==> config.mk <==
export PLATFORM = sky130hd
export DESIGN_NAME = count_sequence_checker_sat_counter
export DESIGN_NICKNAME = d
export VERILOG_FILES = /design/src/rtl/count_sequence_checker_sat_counter.sv
export SDC_FILE = /design/constraint.sdc
export NUM_CORES = 1
export LEC_CHECK = 0
export ABC_CLOCK_PERIOD_IN_PS = 2150
export CAP_MARGIN = 10
export CORE_MARGIN = 2
export CORE_UTILIZATION = 51
export CTS_BUF_LIST = sky130_fd_sc_hd__clkbuf_2 sky130_fd_sc_hd__clkbuf_4 sky130_fd_sc_hd__clkbuf_8
export DETAILED_ROUTE_END_ITERATION = 7
export PLACE_DENSITY_LB_ADDON = 0.25
export SETUP_SLACK_MARGIN = 0.15
export SLEW_MARGIN = 20
export SYNTH_ARGS = -nofsm -noshare
export SYNTH_HDL_FRONTEND = slang
export SYNTH_SLANG_ARGS = --single-unit
==> constraint.sdc <==
create_clock -name clk_i -period 2.15 [get_ports clk_i]
set_clock_uncertainty 0.05 [all_clocks]
set_input_delay 0.43 -clock clk_i [delete_from_list [all_inputs] [get_ports clk_i]]
set_output_delay 0.43 -clock clk_i [all_outputs]
set_load 0.02 [all_outputs]
==> src/rtl/count_sequence_checker_sat_counter.sv <==
// Saturating up-counter with synchronous clear; an increment on the same
// cycle as a clear leaves the count at one.
module count_sequence_checker_sat_counter #(
    parameter int unsigned W = 16
) (
    input  logic         clk_i,
    input  logic         rst_i,
    input  logic         inc_i,
    input  logic         clr_i,
    output logic [W-1:0] count_o
);

    logic [W-1:0] count_q, count_d;

    always_comb begin
        count_d = count_q;
        if (inc_i) begin
            if (clr_i) begin
                count_d = W'(1);
            end else if (!(&count_q)) begin
                count_d = count_q + W'(1);
            end
        end else if (clr_i) begin
            count_d = '0;
        end
    end

    always_ff @(posedge clk_i or posedge rst_i) begin
        if (rst_i) begin
            count_q <= '0;
        end else begin
            count_q <= count_d;
        end
    end

    assign count_o = count_q;

endmodule

== Yosys cells after proc, flatten, opt, wreduce, memory -nomap -nowiden ==
Cells that the tools add are included.

* Output and inout port bits: 16
* Flip-flop bits (word level): 16
* Input port bits: 4
* Logic and storage cells: 10

* Reductions and logical operators: 3
* $add $sub $neg: 1
* Eq/ne operators: 1
* Multiplexer cells: 4

{| class="wikitable"
|+ Operators with widths
! operator !! count
|-
| 16-bit two-way mux || 4
|-
| 16-bit by 1-bit adder with 16-bit output (second input constant) || 1
|-
| 16-bit AND reduction || 1
|-
| 2-bit != test (second input constant) || 1
|-
| 2-bit AND reduction || 1
|-
| 2-bit nonzero test || 1
|}

== Logic depth before layout (Yosys ltp) ==
* Depth in word-level cells: 4
* Depth in mapped cells: 6
* Mapped depth without buffers: 5

== Worst setup path before layout ==
No wires, ideal clock.

* Kind: reg2reg
* From: register count_q[0], in the netlist count_o[0]
* To: register count_q[14], in the netlist count_o[14]
* Buffers on the path: 0
* Arrival time: 1.802 ns
* Period minus slack after synthesis: 1.930 ns
* Slack: 0.220 ns
* Library setup time: 0.078 ns
* Stages on the path, launching flop included: 6
* Required time: 2.022 ns
* Cell sequence: dfrtp_1 ha_1 nand4_1 or4_1 or3_1 a21oi_1

* Word-level cells in the longest chain between the ends: 4
* Elaborated cells between the ends (all ways): 7
* Classes of those cells: add/sub (1); eq/ne (1); mux (3); reduce/logical (2)

{| class="wikitable"
|+ Ends and longest elaborated chain
! element !! line !! RTL
|-
| start: declaration || 13 || <nowiki>logic [W-1:0] count_q, count_d;</nowiki>
|-
| start signal: assignment || 32 || <nowiki>count_q <= count_d;</nowiki>
|-
| 16-bit by 1-bit adder with 16-bit output || 21 || <nowiki>count_d = count_q + W'(1);</nowiki>
|-
| 16-bit two-way mux || 20 || <nowiki>end else if (!(&count_q)) begin</nowiki>
|-
| 16-bit two-way mux || 18 || <nowiki>if (clr_i) begin</nowiki>
|-
| 16-bit two-way mux || 17 || <nowiki>if (inc_i) begin</nowiki>
|}

Parallel ways exist; a longest one is shown, timed or not. The select of a mux whose other input is x is not followed.
A chain may end at the register's enable or synchronous reset.

== Final worst setup path ==
Same ends and word-level chain as after synthesis.

==> flow_summary.yaml <==
status:
  status: "completed"
sta:
  worstMarginPinSlew_ps: 628
  holdWs_ps: 455
  slew_violations: 0
  period_share_pct: 89.6
  finalHoldViolCount: 0
  fmax_mhz: 519
  setup_viol: 0
  fin_crit_ps: 1930
  relSlewSlack_pct: 58.1
  rsz0062_at_grt: "true"
cells_and_area:
  fillers: 132
  largest_reg_flops: 16
  antenna_cells: 0
  drive_gt1_share_pct: 18.8
  fin_nets: 135
  final_util_pct: 71.8
  area_growth_pct: 36.7
pwr:
  power_density_nw_per_um2: 449
  finalPower_w: 0.000544
  p_leak_nw: 0.480
  ir_worst_vdd_mv: 0.416
logic_synthesis:
  synthesis.area_sq_um: 887
  syn_inst: 97
  netlist-cell-type-count: 27
  avgSynthCellArea_sq_um: 9.15
  synth_warnings: 0
  synth_fp_nets: 102
  yosysSeqAreaShare_pct: 45.1
  yosys_register_bits: 16
global_routing:
  grt-ovfl-total: 0
  grt_max_degree: 17
  grt_first_pass_wirelength_microns: 3470
  grt_pass1_vias: 770
  antenna_found_initial: 0
  grt_use_total_pct: 23.0
critical_path:
  reg2reg_to: "count_o[14]"
  r2r_start: "count_o[0]"
  crit_fanout: 7
  crit_path_top_delay_cell: "or4_1"
  startpoint_type: "flop"
  path_buf_inv: 0
  worst-r2r-setup-slack_ps: 220
  cpPeakStageDelay_ps: 490
  arrival_ps: 2100
  r2r_cells: 5
  required_ps: 2320
  cp_cell_sequence: "ha_1 -> nand4_1 -> or4_1 -> or3_1 -> a21oi_1"
  path_class: "flop to flop"
  crit_family: "simple AND/OR/NAND/NOR gates"
  endpoint_kind: "flop"
routing:
  ant_nets: 0
  vias: 909
  wl_microns: 2130
  routed_via_density: 6.27
  wire_per_inst_microns: 14.7
  drc: 0
  dr.pass1.iters: 4
  drt_iter0_drc: 31
job:
  max_cap_viol_count: 0
clocking:
  root_buffer: "clkbuf_4"
  clk-insertion-delay-late_ps: 290
  clk_pin_slew_ps: 90
  cts_tree: "built"
  cts_num_sinks: 16
  cts_max_path_buffers: 2
  numCtsBuffers: 3
  cts_htree_levels: 1
die:
  start_util_pct: 52.5
  core_sq_um: 1690
  dieArea_sq_um: 2090
  ios: 20
  fp.dieW_microns: 45.7
  die-height_microns: 45.7
  num_rows: 15
placed_design:
  gp_congestion: 0.825
  placement.io_buffers: 19
  dpl.hpwl_microns: 1440
worst_hold_path:
  hp-class: "primary input to asynchronous set/reset pin"
## layer usage
metal	wire length [microns]	share of wire (%)	up-vias	GRT usage, %
met4	23	1.1	0	10.3
met2	970	46	35	33.5
li1	-	-	441	-
met3	126	5.9	3	5.56
met1	1010	47	430	32.2
met5	0	0	-	0
## cells in the final DEF, fill, tap and decap left out, types with 2 or more instances in the layout
cell type / count
clkdlybuf4s50_1: 18
dfrtp_1: 16
a21oi_1: 12
buf_4: 12
nor2_1: 7
or4_1: 7
nand2_1: 6
o31ai_1: 6
o21ai_0: 5
inv_1: 5
nor3_1: 4
nand3_1: 4
or3_1: 3
clkbuf_4: 3
nand4_1: 2
nand4_2: 2
and4_1: 2
or3_2: 2
## through the flow
step           instance area [sq um]  setup TNS [ps]  std cells  setup WS, ps
3_5_place_dp                    1150            -306        139          -123
6_report                        1210               0        145           224
3_3_place_gp                    1150            -173        139         -72.1
5_1_grt                         1210               0        145           115
2_1_floorplan                    887               0         97           220
4_1_cts                         1180               0        142           168
## cell families (layout without fill, tap and decap cells)
group	after synthesis	count (layout)	synth area share (%)
buffers and inverters	8	39	3.53
adder cells (fa/ha/maj)	1	1	1.41
AO/OA/AOI/OAI	27	27	18.2
multiplexers	1	1	1.13
AND/OR/NAND/NOR	44	44	30.6
flip-flops	16	16	45.1
## worst register-to-register path, stage by stage, from the launching register on
cell and delay [ps]:
dfrtp_1 370, ha_1 220, nand4_1 270, or4_1 490, or3_1 320, a21oi_1 140
## cell type report
type | instances | area (sq um) | area share [%]
clock buffer | 3 | 22.5 | 1.86
multi-input combinational | 73 | 467 | 38.5
sequential | 16 | 400 | 33.0
tap | 17 | 21.3 | 1.75
timing repair buffer | 31 | 283 | 23.3
inverter | 5 | 18.8 | 1.55
## cell usage after synthesis (all sizes together)
cell type  count  share of area [%]
a21oi         13                7.3
a41o           1                1.1
and4           3                3.1
buf            1               0.56
clkbuf         2               0.85
dfrtp         16                 45
ha             1                1.4
inv            5                2.1
mux2i          1                1.1
nand2          6                2.5
nand3          4                2.3
nand3b         1               0.85
nand4          4                4.2
nor2           7                3.0
nor3           4                2.3
nor4           1               0.71
o211ai         1               0.85
o21ai          5                2.8
o31ai          6                5.1
o41ai          1               0.99
or2            1               0.71
or3            6                5.1
or4            7                5.9
## where the power goes
part	internal (W)	switching [W]	leakage [nW]	total (W)
Sequential	0.000306	0.00000467	0.220	0.000311
Combinational	0.0000326	0.0000382	0.246	0.0000708
Clock	0.0000652	0.0000974	0.0138	0.000163
Total	0.000404	0.000140	0.480	0.000544
## how the worst max path moves through the flow
stage,slack (ps),start,depth (start not counted),endpoint
2_1_floorplan,220,count_o[0],5,count_o[14]
3_3_place_gp,-70,inc_i,5,count_o[13]
3_5_place_dp,-120,inc_i,5,count_o[13]
4_1_cts,170,inc_i,5,count_o[13]
5_1_grt,120,count_o[0],5,count_o[14]
6_report,220,count_o[0],5,count_o[14]
## repair_timing
item,4_1_cts,5_1_grt
endpoints found under the setup margin,0,9
hold buffers,0,0
gates resized for setup,0,3
setup buffers,0,3
Power figures use the tool's default switching activity.
==> edit (same settings) <==
Register the output `count_o` once more, cleared by the reset; this adds one clock of latency there.
--- a/src/rtl/count_sequence_checker_sat_counter.sv
+++ b/src/rtl/count_sequence_checker_sat_counter.sv
@@ -33,7 +33,13 @@
         end
     end
 
-    assign count_o = count_q;
+    always_ff @(posedge clk_i or posedge rst_i) begin
+        if (rst_i) begin
+            count_o <= '0;
+        end else begin
+            count_o <= count_q;
+        end
+    end
 
 endmodule
 
Behaviour: not the same (a bounded check fails within 4 cycles, from zero or initial values and one cycle with rst_i high).
==> edit against the original RTL <==
Utilization decreased by 3.4 points; area after synthesis increased by 50%; critical path depth decreased by 1; sequential cell count increased by 16; clock power increased by 130%; power increased by 97%; final area increased by 40%; routed wire length increased by 26%; worst setup slack improved by 6.5 ps.
==> edit: results (changes against the original RTL) <==
Metal2 WL: 1420 um (+46%)
First-pass GRT wire length: 4510 um (+30%)
RePlAce Congestion: 0.826 (about the same)
Fraction of layout cells with a size suffix above 1: 19.9% (+1.1 points)
DRT met1 WL: 1060 um (+4.9%)
H-tree depth: 2 (+1)
Nets: 155 (+15%)
R2R depth: 4 (-1)
Post-synth cell types: 31 (+15%)
Worst R2R Start: count_q[10]
LEAKAGE: 0.000709 uW (+48%)
Seq/Total Area, Yosys: 60.3% (+15 points)
PostCTS Resize Cnt: 1 (+1)
DR WL met3: 156 um (+24%)
Inserted Diodes: 0 (unchanged)
R2r endpoint: count_q[14]
Largest net degree at the start of global routing: 33 (+16)
GRT Total Usage: 22.1% (-0.93 points)
Arr. time, crit path: 2120 ps (+20 ps)
Avg WL per Cell: 14.9 um (+1.3%)
Post-DP HPWL: 1950 um (+35%)
Hold-critical path depth: 0
Synth Warn #: 0 (unchanged)
CTS Buf Count: 5 (+2)
Top cells by count, synth: 32 x dfrtp_1, 11 x nand2_1, 8 x a21oi_1, 7 x nand3_1, 6 x nor4_1
DR iter-0 viols: 28 (-9.7%)
Outcome: finished, final reports clean
Area contributors post-synth: dfrtp_1 60%, nand2_1 3.1%, a21oi_1 3.0%, nor4_1 2.8%, or4_1 2.8%
Worst-path fanout max: 8 (+1)
Clk_lat worst skew: 330 ps (+40 ps)
Max VDD drop: 0.531 mV (+28%)
HP Class: reg2reg
Via count: 1089 (+20%)
Slew HR: 60.8% (+2.8 points)
edit: changes by cell type after synthesis, sizes merged, moves of 5 or more:
cell	delta
dfrtp	+16
a21oi	-5
nand2	+5
nor2	-5
nor4	+5
edit: kinds of logic after synthesis:
kind of cell / synth area share [%]
and+or+nand+nor: 20.8
DFF: 60.3
AOI/OAI and AO/OA: 15.0
buffers and inverters: 2.17
muxes: 0.754
adders and majority gates: 0.942
edit: metrics by stage:
stage	cells	area, um^2	hold WS (ps)	utilization [%]	setup slack (ps)
after floorplan	117	1330	356	-	288
after global placement	173	1620	377	65.3	58.0
after detailed placement	173	1620	384	65.3	26.2
after CTS	181	1690	401	68.1	187
after global routing	181	1690	426	68.4	176
final	181	1690	402	68.4	231
edit: area by class of cell:
type	instances	area (um^2)
Inverter	4	15.0
Tap cell	30	37.5
Clock buffer	8	66.3
Sequential cell	32	806
Multi-Input combinational cell	78	504
Timing Repair Buffer	29	265
Fill cell	209	783
edit: power by group:
group | switching, uW | total [uW] | internal (uW)
logic | 44.7 | 78.2 | 33.5
registers | 10.1 | 623 | 613
clock network | 186 | 373 | 186
edit: worst max-delay path by stage:
stage / endpoint / slack (ps) / startpoint / cells after the start
final: count_q[14] / 230 / count_q[10] / 4
after global routing: count_q[4] / 180 / count_q[12] / 4
after CTS: count_q[14] / 190 / count_q[8] / 4
after detailed placement: count_q[10] / 30 / inc_i / 5
after global placement: count_q[10] / 60 / inc_i / 5
after floorplan: count_q[13] / 290 / count_q[8] / 5
edit: layer usage:
metal	global-route usage [%]	vias to the layer above
met5	0	-
met3	5.65	5
li1	-	512
met2	37.5	36
met1	25.1	536
met4	12.6	0
edit: critical path, cell delays in order, from the launching register on:
cell,delay [ps]
dfrtp_1,440
nand4_4,170
or4_4,600
or4_1,430
a21oi_1,160
